$ cat src/rtl/mips_alu_mc.sv
// Multi-cycle MIPS execute unit: registered single-cycle ALU ops plus iterative
// mult/multu/div/divu into HI/LO, with a start/busy/done handshake.
module mips_alu_mc #(
    parameter int WIDTH = 32,
    parameter int CNT_W = $clog2(WIDTH) + 1
) (
    input  logic             clk,
    input  logic             reset,
    input  logic             start,
    input  logic [4:0]       alu_op,
    input  logic [WIDTH-1:0] rs_val,
    input  logic [WIDTH-1:0] rt_val,
    input  logic [CNT_W-2:0] shamt,
    output logic [WIDTH-1:0] result,
    output logic [WIDTH-1:0] hi,
    output logic [WIDTH-1:0] lo,
    output logic             zero,
    output logic             ovf,
    output logic             div0,
    output logic             busy,
    output logic             done
);

    localparam logic [4:0] OP_ADD  = 5'd0;
    localparam logic [4:0] OP_SUB  = 5'd1;
    localparam logic [4:0] OP_AND  = 5'd2;
    localparam logic [4:0] OP_OR   = 5'd3;
    localparam logic [4:0] OP_NOR  = 5'd4;
    localparam logic [4:0] OP_SLT  = 5'd5;
    localparam logic [4:0] OP_SLTU = 5'd6;
    localparam logic [4:0] OP_SLL  = 5'd7;
    localparam logic [4:0] OP_SRL  = 5'd8;
    localparam logic [4:0] OP_SRA  = 5'd9;
    localparam logic [4:0] OP_LUI  = 5'd10;
    localparam logic [4:0] OP_MFHI = 5'd11;
    localparam logic [4:0] OP_MFLO = 5'd12;
    localparam logic [4:0] OP_MULT = 5'd13;
    localparam logic [4:0] OP_MULTU = 5'd14;
    localparam logic [4:0] OP_DIV  = 5'd15;
    localparam logic [4:0] OP_DIVU = 5'd16;

    typedef enum logic [1:0] {IDLE, MUL, DIV} state_t;

    state_t               state, state_next;
    logic [CNT_W-1:0]     cnt;
    logic [2*WIDTH-1:0]   acc;
    logic [WIDTH-1:0]     b_mag;
    logic [WIDTH-1:0]     a_raw;
    logic                 neg_res;
    logic                 neg_rem;

    logic [WIDTH-1:0]     add_sum, sub_diff, lui_val, sc_result;
    logic                 add_ovf, sub_ovf, sc_ovf;
    logic                 is_mul_op, is_div_op, signed_op, last_iter;
    logic [WIDTH-1:0]     a_mag_in, b_mag_in;
    logic [WIDTH:0]       mul_sum, div_trial;
    logic [2*WIDTH-1:0]   acc_step, prod_final;
    logic                 div_ge;
    logic [WIDTH-1:0]     rem_step, quo_step, rem_final, quo_final;

    assign is_mul_op = (alu_op == OP_MULT) || (alu_op == OP_MULTU);
    assign is_div_op = (alu_op == OP_DIV) || (alu_op == OP_DIVU);
    assign signed_op = (alu_op == OP_MULT) || (alu_op == OP_DIV);
    assign last_iter = (cnt == CNT_W'(WIDTH - 1));
    assign busy      = (state != IDLE);

    assign add_sum  = rs_val + rt_val;
    assign sub_diff = rs_val - rt_val;
    assign add_ovf  = (rs_val[WIDTH-1] == rt_val[WIDTH-1]) && (add_sum[WIDTH-1] != rs_val[WIDTH-1]);
    assign sub_ovf  = (rs_val[WIDTH-1] != rt_val[WIDTH-1]) && (sub_diff[WIDTH-1] != rs_val[WIDTH-1]);

    generate
        if (WIDTH >= 32) begin : g_lui_wide
            assign lui_val = {{(WIDTH-16){1'b0}}, rt_val[15:0]} << 16;
        end else begin : g_lui_narrow
            assign lui_val = rt_val << (WIDTH / 2);
        end
    endgenerate

    always_comb begin
        sc_result = add_sum;
        sc_ovf    = 1'b0;
        case (alu_op)
            OP_ADD:  begin sc_result = add_sum;  sc_ovf = add_ovf; end
            OP_SUB:  begin sc_result = sub_diff; sc_ovf = sub_ovf; end
            OP_AND:  sc_result = rs_val & rt_val;
            OP_OR:   sc_result = rs_val | rt_val;
            OP_NOR:  sc_result = ~(rs_val | rt_val);
            OP_SLT:  sc_result = {{(WIDTH-1){1'b0}}, ($signed(rs_val) < $signed(rt_val))};
            OP_SLTU: sc_result = {{(WIDTH-1){1'b0}}, (rs_val < rt_val)};
            OP_SLL:  sc_result = rt_val << shamt;
            OP_SRL:  sc_result = rt_val >> shamt;
            OP_SRA:  sc_result = $unsigned($signed(rt_val) >>> shamt);
            OP_LUI:  sc_result = lui_val;
            OP_MFHI: sc_result = hi;
            OP_MFLO: sc_result = lo;
            default: sc_result = add_sum;
        endcase
    end

    assign a_mag_in = (signed_op && rs_val[WIDTH-1]) ? -rs_val : rs_val;
    assign b_mag_in = (signed_op && rt_val[WIDTH-1]) ? -rt_val : rt_val;

    // Multiply: acc holds {partial product, remaining multiplier bits}, shifted right each step.
    assign mul_sum    = {1'b0, acc[2*WIDTH-1:WIDTH]} + (acc[0] ? {1'b0, b_mag} : '0);
    assign acc_step   = {mul_sum, acc[WIDTH-1:1]};
    assign prod_final = neg_res ? -acc_step : acc_step;

    // Divide: acc holds {partial remainder, dividend/quotient shift register}.
    assign div_trial = {acc[2*WIDTH-1:WIDTH], acc[WIDTH-1]} - {1'b0, b_mag};
    assign div_ge    = ~div_trial[WIDTH];
    assign rem_step  = div_ge ? div_trial[WIDTH-1:0] : {acc[2*WIDTH-2:WIDTH], acc[WIDTH-1]};
    assign quo_step  = {acc[WIDTH-2:0], div_ge};
    assign quo_final = neg_res ? -quo_step : quo_step;
    assign rem_final = neg_rem ? -rem_step : rem_step;

    always_ff @(posedge clk) begin
        if (reset) begin
            state <= IDLE;
        end else begin
            state <= state_next;
        end
    end

    always_comb begin
        state_next = state;
        case (state)
            IDLE: begin
                if (start && is_mul_op) begin
                    state_next = MUL;
                end else if (start && is_div_op) begin
                    state_next = DIV;
                end
            end
            MUL, DIV: begin
                if (last_iter) begin
                    state_next = IDLE;
                end
            end
            default: state_next = IDLE;
        endcase
    end

    always_ff @(posedge clk) begin
        if (reset) begin
            result  <= '0;
            hi      <= '0;
            lo      <= '0;
            zero    <= 1'b0;
            ovf     <= 1'b0;
            div0    <= 1'b0;
            done    <= 1'b0;
            cnt     <= '0;
            acc     <= '0;
            b_mag   <= '0;
            a_raw   <= '0;
            neg_res <= 1'b0;
            neg_rem <= 1'b0;
        end else begin
            done <= 1'b0;
            case (state)
                IDLE: begin
                    if (start && (is_mul_op || is_div_op)) begin
                        acc     <= {{WIDTH{1'b0}}, a_mag_in};
                        b_mag   <= b_mag_in;
                        a_raw   <= rs_val;
                        neg_res <= signed_op && (rs_val[WIDTH-1] ^ rt_val[WIDTH-1]);
                        neg_rem <= signed_op && rs_val[WIDTH-1];
                        cnt     <= '0;
                    end else if (start) begin
                        result <= sc_result;
                        zero   <= (sc_result == '0);
                        ovf    <= sc_ovf;
                        done   <= 1'b1;
                    end
                end
                MUL: begin
                    acc <= acc_step;
                    cnt <= cnt + 1'b1;
                    if (last_iter) begin
                        hi   <= prod_final[2*WIDTH-1:WIDTH];
                        lo   <= prod_final[WIDTH-1:0];
                        done <= 1'b1;
                    end
                end
                DIV: begin
                    acc <= {rem_step, quo_step};
                    cnt <= cnt + 1'b1;
                    if (last_iter) begin
                        div0 <= (b_mag == '0);
                        done <= 1'b1;
                        if (b_mag == '0) begin
                            lo <= '1;
                            hi <= a_raw;
                        end else begin
                            lo <= quo_final;
                            hi <= rem_final;
                        end
                    end
                end
                default: ;
            endcase
        end
    end

endmodule

$ cat config.mk
export PLATFORM = sky130hd
export DESIGN_NAME = mips_alu_mc
export DESIGN_NICKNAME = d
export VERILOG_FILES = /design/src/rtl/mips_alu_mc.sv
export SDC_FILE = /design/constraint.sdc
export NUM_CORES = 2
export LEC_CHECK = 0
export CAP_MARGIN = 20
export CELL_PAD_IN_SITES_DETAIL_PLACEMENT = 1
export CELL_PAD_IN_SITES_GLOBAL_PLACEMENT = 2
export CORE_UTILIZATION = 35
export CTS_BUF_LIST = sky130_fd_sc_hd__clkbuf_16
export CTS_CLUSTER_DIAMETER = 40
export CTS_CLUSTER_SIZE = 25
export DETAILED_ROUTE_END_ITERATION = 7
export GPL_TIMING_DRIVEN = 0
export PLACE_DENSITY = 0.81
export RECOVER_POWER = 100
export SETUP_SLACK_MARGIN = 0.3
export SLEW_MARGIN = 20
export SYNTH_ARGS = -nofsm -noshare
export SYNTH_HDL_FRONTEND = slang
export SYNTH_SLANG_ARGS = --single-unit
$ cat constraint.sdc
create_clock -name clk -period 11.9 [get_ports clk]
set_input_delay 3.57 -clock clk [delete_from_list [all_inputs] [get_ports clk]]
set_output_delay 3.57 -clock clk [all_outputs]
set_load 0.1 [all_outputs]
==> flow_metrics.env <==
export IMPL_final_net_count=4484
export IMPL_htreeDepth=2
export IMPL_synth_edff_count=0
export IMPL_tightestPinTransition_ns=2.19
export IMPL_gp_congestion=1.05
export IMPL_setup_viol_count_final=0
export IMPL_post_route_period_util_pct=90.7
export IMPL_grt_antenna_before_repair=18
export IMPL_cts_sinks=238
export IMPL_power_switching_mw=1.53
export IMPL_placement_rows=104
export IMPL_clockBufferDepth=3
export IMPL_drt_drc_violations_left=0
export IMPL_ys_warnings_count=0
export IMPL_initialDrtViolationCount=5134
export IMPL_design_power_total_mw=3.65
export IMPL_dp_cells=5240
export IMPL_layout_area_seq_mm2=0.00476
export IMPL_numCtsBuffers=51
export IMPL_outcome="finished, violations left"
export IMPL_post_route_util_pct=41.6
export IMPL_nFillCells=10176
export IMPL_grt_pass1_wl_um=269000
export IMPL_rsz0062_at_grt="no"
export IMPL_io_buffers=172
export IMPL_die_h_um=289
export IMPL_cp_end_kind="register"
export IMPL_pre_cts_slack_ns=1.34
export IMPL_startpoint_types="primary input"
export IMPL_vias=36855
export IMPL_drv_slew=31
export IMPL_maximum_achievable_frequency_ghz=0.0927
export IMPL_synth_async_sr_flop_share_pct=0
export IMPL_fp_dieW_um=289
export IMPL_share_of_post_route_cells_with_drive_strength_above_1_pct=6.04
export IMPL_initial_core_util_pct=35.6
export IMPL_number_of_buffers_inserted_by_post_cts_setup_repair=0
export IMPL_multiInputGateArea_mm2=0.0221
export IMPL_clock_skew_ns=0.0325
export IMPL_overflow=0
export IMPL_postSynthNetCount=4252
export IMPL_layout_min_cycle_time_ns=10.79
export IMPL_critPathRequiredTime_ns=12.47
export IMPL_ys_flop_type="sky130_fd_sc_hd__dfxtp_1"
export IMPL_power_frac_comb_pct=36.8
export IMPL_power_clock_fraction_pct=40.2
export IMPL_final_antenna_net_count=0
export IMPL_critical_path_arrival_ns=11.36
export IMPL_timing_hold_worst_class="reg -> reg"
export IMPL_grt_total_usage_pct=45.3
export IMPL_most_common_layout_cells="sky130_fd_sc_hd__nor2_1 (437), sky130_fd_sc_hd__nand2_1 (418), sky130_fd_sc_hd__a21oi_1 (349), sky130_fd_sc_hd__clkbuf_1 (278), sky130_fd_sc_hd__dfxtp_1 (238)"
export IMPL_cts_repair_resized=0
export IMPL_powerDensity_mw_per_mm2=108
export IMPL_synth_cell_area_mm2=0.0288
export IMPL_vias_in_the_first_global_route=34916
export IMPL_synth_seq_area_share_pct=16.5
export IMPL_final_setup_worst_slack_ns=1.11
export IMPL_pin_count_of_the_biggest_net_entering_global_routing=14
export IMPL_static_leak_nw=12.6
export IMPL_violations="capacitance limit, slew limit"
export IMPL_die_area_mm2=0.0834
export IMPL_most_common_cell_after_layout_fill_and_taps_aside="sky130_fd_sc_hd__nor2_1"
export IMPL_vdd_ir_drop_max_v=0.000104
export IMPL_totalNegativeSetupSlack_ns=0
export IMPL_detail_route_wirelength_um=195000
export IMPL_sequentialPowerShare_pct=23.0
export IMPL_hold_viol=0
export IMPL_synth_seq_cells=238
export IMPL_internal_power_mw=2.12
export IMPL_clock_tree_root_cell="sky130_fd_sc_hd__clkbuf_16"
export IMPL_later_pin_clock_latency_in_the_skew_report_ns=0.63
export IMPL_cts_clk_slew_worst_paths_ns=0.05
export IMPL_switching_share_pct=42.0
export IMPL_cap_violations=4
export IMPL_postSynthAreaPerCell_um2=7.20
export IMPL_vias_per_cell=6.90
export IMPL_timing_worst_setup_path_type="in -> reg"
export IMPL_post_cts_hold_buffer_count=0
export IMPL_netlist_cell_type_count=104
export IMPL_number_of_cells_produced_by_synthesis=4001
export IMPL_drt_first_pass_iters=6
export IMPL_area_growth_pct=16.9
export IMPL_crit_fanout=10
export IMPL_layout_cells_non_filler=5341
export IMPL_clock_tree_from_tritoncts="yes"
export IMPL_num_io_pins=178
export IMPL_design_core_area_mm2=0.0809
export IMPL_maxSlewHeadroom_pct=-47.9
export IMPL_routedWlPerCell_um=36.4
export IMPL_detailed_place_hpwl_um=158000
## metrics by stage
stage,hold slack [ns],area (µm²)
after detailed placement,0.450,32000
final,0.454,33700
after CTS,0.456,33700
after floorplan,0.436,28800
after global routing,0.463,33600
after global placement,0.446,31800
## power groups by stage
stage | clock network, mW | registers, mW | logic (mW)
3_3_place_gp | 0 | 0.854 | 1.27
6_report | 1.47 | 0.839 | 1.34
4_1_cts | 1.47 | 0.839 | 1.28
5_1_grt | 1.50 | 0.840 | 1.37
3_5_place_dp | 0 | 0.854 | 1.28
2_1_floorplan | 0 | 0.930 | 0.694
## routing by layer
metal | share of wire, % | wire [µm] | up-vias | track usage, %
li1 | - | - | 15324 | -
met1 | 42 | 81400 | 18472 | 63.3
met2 | 39 | 76200 | 2518 | 62.7
met3 | 13 | 25100 | 535 | 12.3
met5 | 0.022 | 43 | - | 0
met4 | 6.1 | 11900 | 6 | 24.1
## final cells by class
cell class | instances | share of cell area (%)
flip-flops and latches | 238 | 14.2
clock buffers | 52 | 3.87
inverters | 176 | 1.96
well taps | 1060 | 3.94
repair buffers | 179 | 5.26
diodes | 8 | 0.0595
plain buffers | 323 | 3.75
clock inverters | 41 | 1.23
multi-input cells | 3264 | 65.8
## critical path, cell delays in order
cell                            delay, ns
sky130_fd_sc_hd__dlygate4sd3_1       0.82
sky130_fd_sc_hd__clkbuf_1            0.78
sky130_fd_sc_hd__inv_1               0.30
sky130_fd_sc_hd__ha_1                0.38
sky130_fd_sc_hd__clkbuf_1            0.26
sky130_fd_sc_hd__inv_1               0.25
sky130_fd_sc_hd__a2111o_1            0.17
sky130_fd_sc_hd__o221ai_1            0.34
sky130_fd_sc_hd__o41ai_1             1.52
sky130_fd_sc_hd__a311oi_1            0.32
sky130_fd_sc_hd__and2_0              0.25
sky130_fd_sc_hd__o41ai_1             1.05
sky130_fd_sc_hd__nand4b_1            0.19
sky130_fd_sc_hd__or4_1               0.67
sky130_fd_sc_hd__nor4_1              0.29
sky130_fd_sc_hd__a31o_1              0.17
## kinds of logic after synthesis
family,count (synthesis),synth area share [%]
mux,155,8.47
simple gates,1393,22.6
buf+inv,499,6.69
xor+xnor,227,6.90
flops,238,16.5
compound gates,1315,31.1
fa+ha+maj,174,7.66
## state kept, by name, summed over array words and instances, names as in the netlist, 2 cells and up
name    count
b_mag      32
hi         32
lo         32
state       2
cnt         6
a_raw      32
acc        64
result     32
## Yosys cell counts (18+ instances only)
master / instances / area (µm²)
sky130_fd_sc_hd__a211o_1: 36 / 315
sky130_fd_sc_hd__a211oi_1: 108 / 811
sky130_fd_sc_hd__a21o_1: 41 / 308
sky130_fd_sc_hd__a21oi_1: 349 / 1750
sky130_fd_sc_hd__a221oi_1: 38 / 333
sky130_fd_sc_hd__a222oi_1: 21 / 210
sky130_fd_sc_hd__a22oi_1: 47 / 353
sky130_fd_sc_hd__a31oi_1: 37 / 231
sky130_fd_sc_hd__and2_1: 35 / 219
sky130_fd_sc_hd__and3_1: 31 / 194
sky130_fd_sc_hd__buf_1: 33 / 124
sky130_fd_sc_hd__clkbuf_1: 267 / 1000
sky130_fd_sc_hd__dfxtp_1: 238 / 4760
sky130_fd_sc_hd__ha_1: 170 / 2130
sky130_fd_sc_hd__inv_1: 171 / 642
sky130_fd_sc_hd__mux2_2: 18 / 203
sky130_fd_sc_hd__mux2i_1: 67 / 671
sky130_fd_sc_hd__mux4_2: 69 / 1550
sky130_fd_sc_hd__nand2_1: 418 / 1570
sky130_fd_sc_hd__nand2b_1: 41 / 257
sky130_fd_sc_hd__nand3_1: 81 / 405
sky130_fd_sc_hd__nand4_1: 43 / 269
sky130_fd_sc_hd__nor2_1: 438 / 1640
sky130_fd_sc_hd__nor2b_1: 21 / 131
sky130_fd_sc_hd__nor3_1: 102 / 510
sky130_fd_sc_hd__nor4_1: 38 / 238
sky130_fd_sc_hd__o211ai_1: 40 / 300
sky130_fd_sc_hd__o21a_1: 27 / 203
sky130_fd_sc_hd__o21ai_0: 216 / 1080
sky130_fd_sc_hd__o21bai_1: 23 / 173
sky130_fd_sc_hd__o221ai_1: 44 / 385
sky130_fd_sc_hd__o31ai_1: 47 / 353
sky130_fd_sc_hd__o41ai_1: 20 / 175
sky130_fd_sc_hd__or3_1: 45 / 282
sky130_fd_sc_hd__xnor2_1: 180 / 1580
sky130_fd_sc_hd__xor2_1: 47 / 412
## final timing paths
check	depth (start not counted)	startpoint	slack, ns	end
worst max-delay path	16	rt_val[6]	1.11	zero
worst min-delay path	2	result[3]	0.45	result[3]
worst max register to register	21	acc[31]	1.96	hi[22]
worst min register to register	2	result[3]	0.45	result[3]
(Power assumes the default switching activity.)
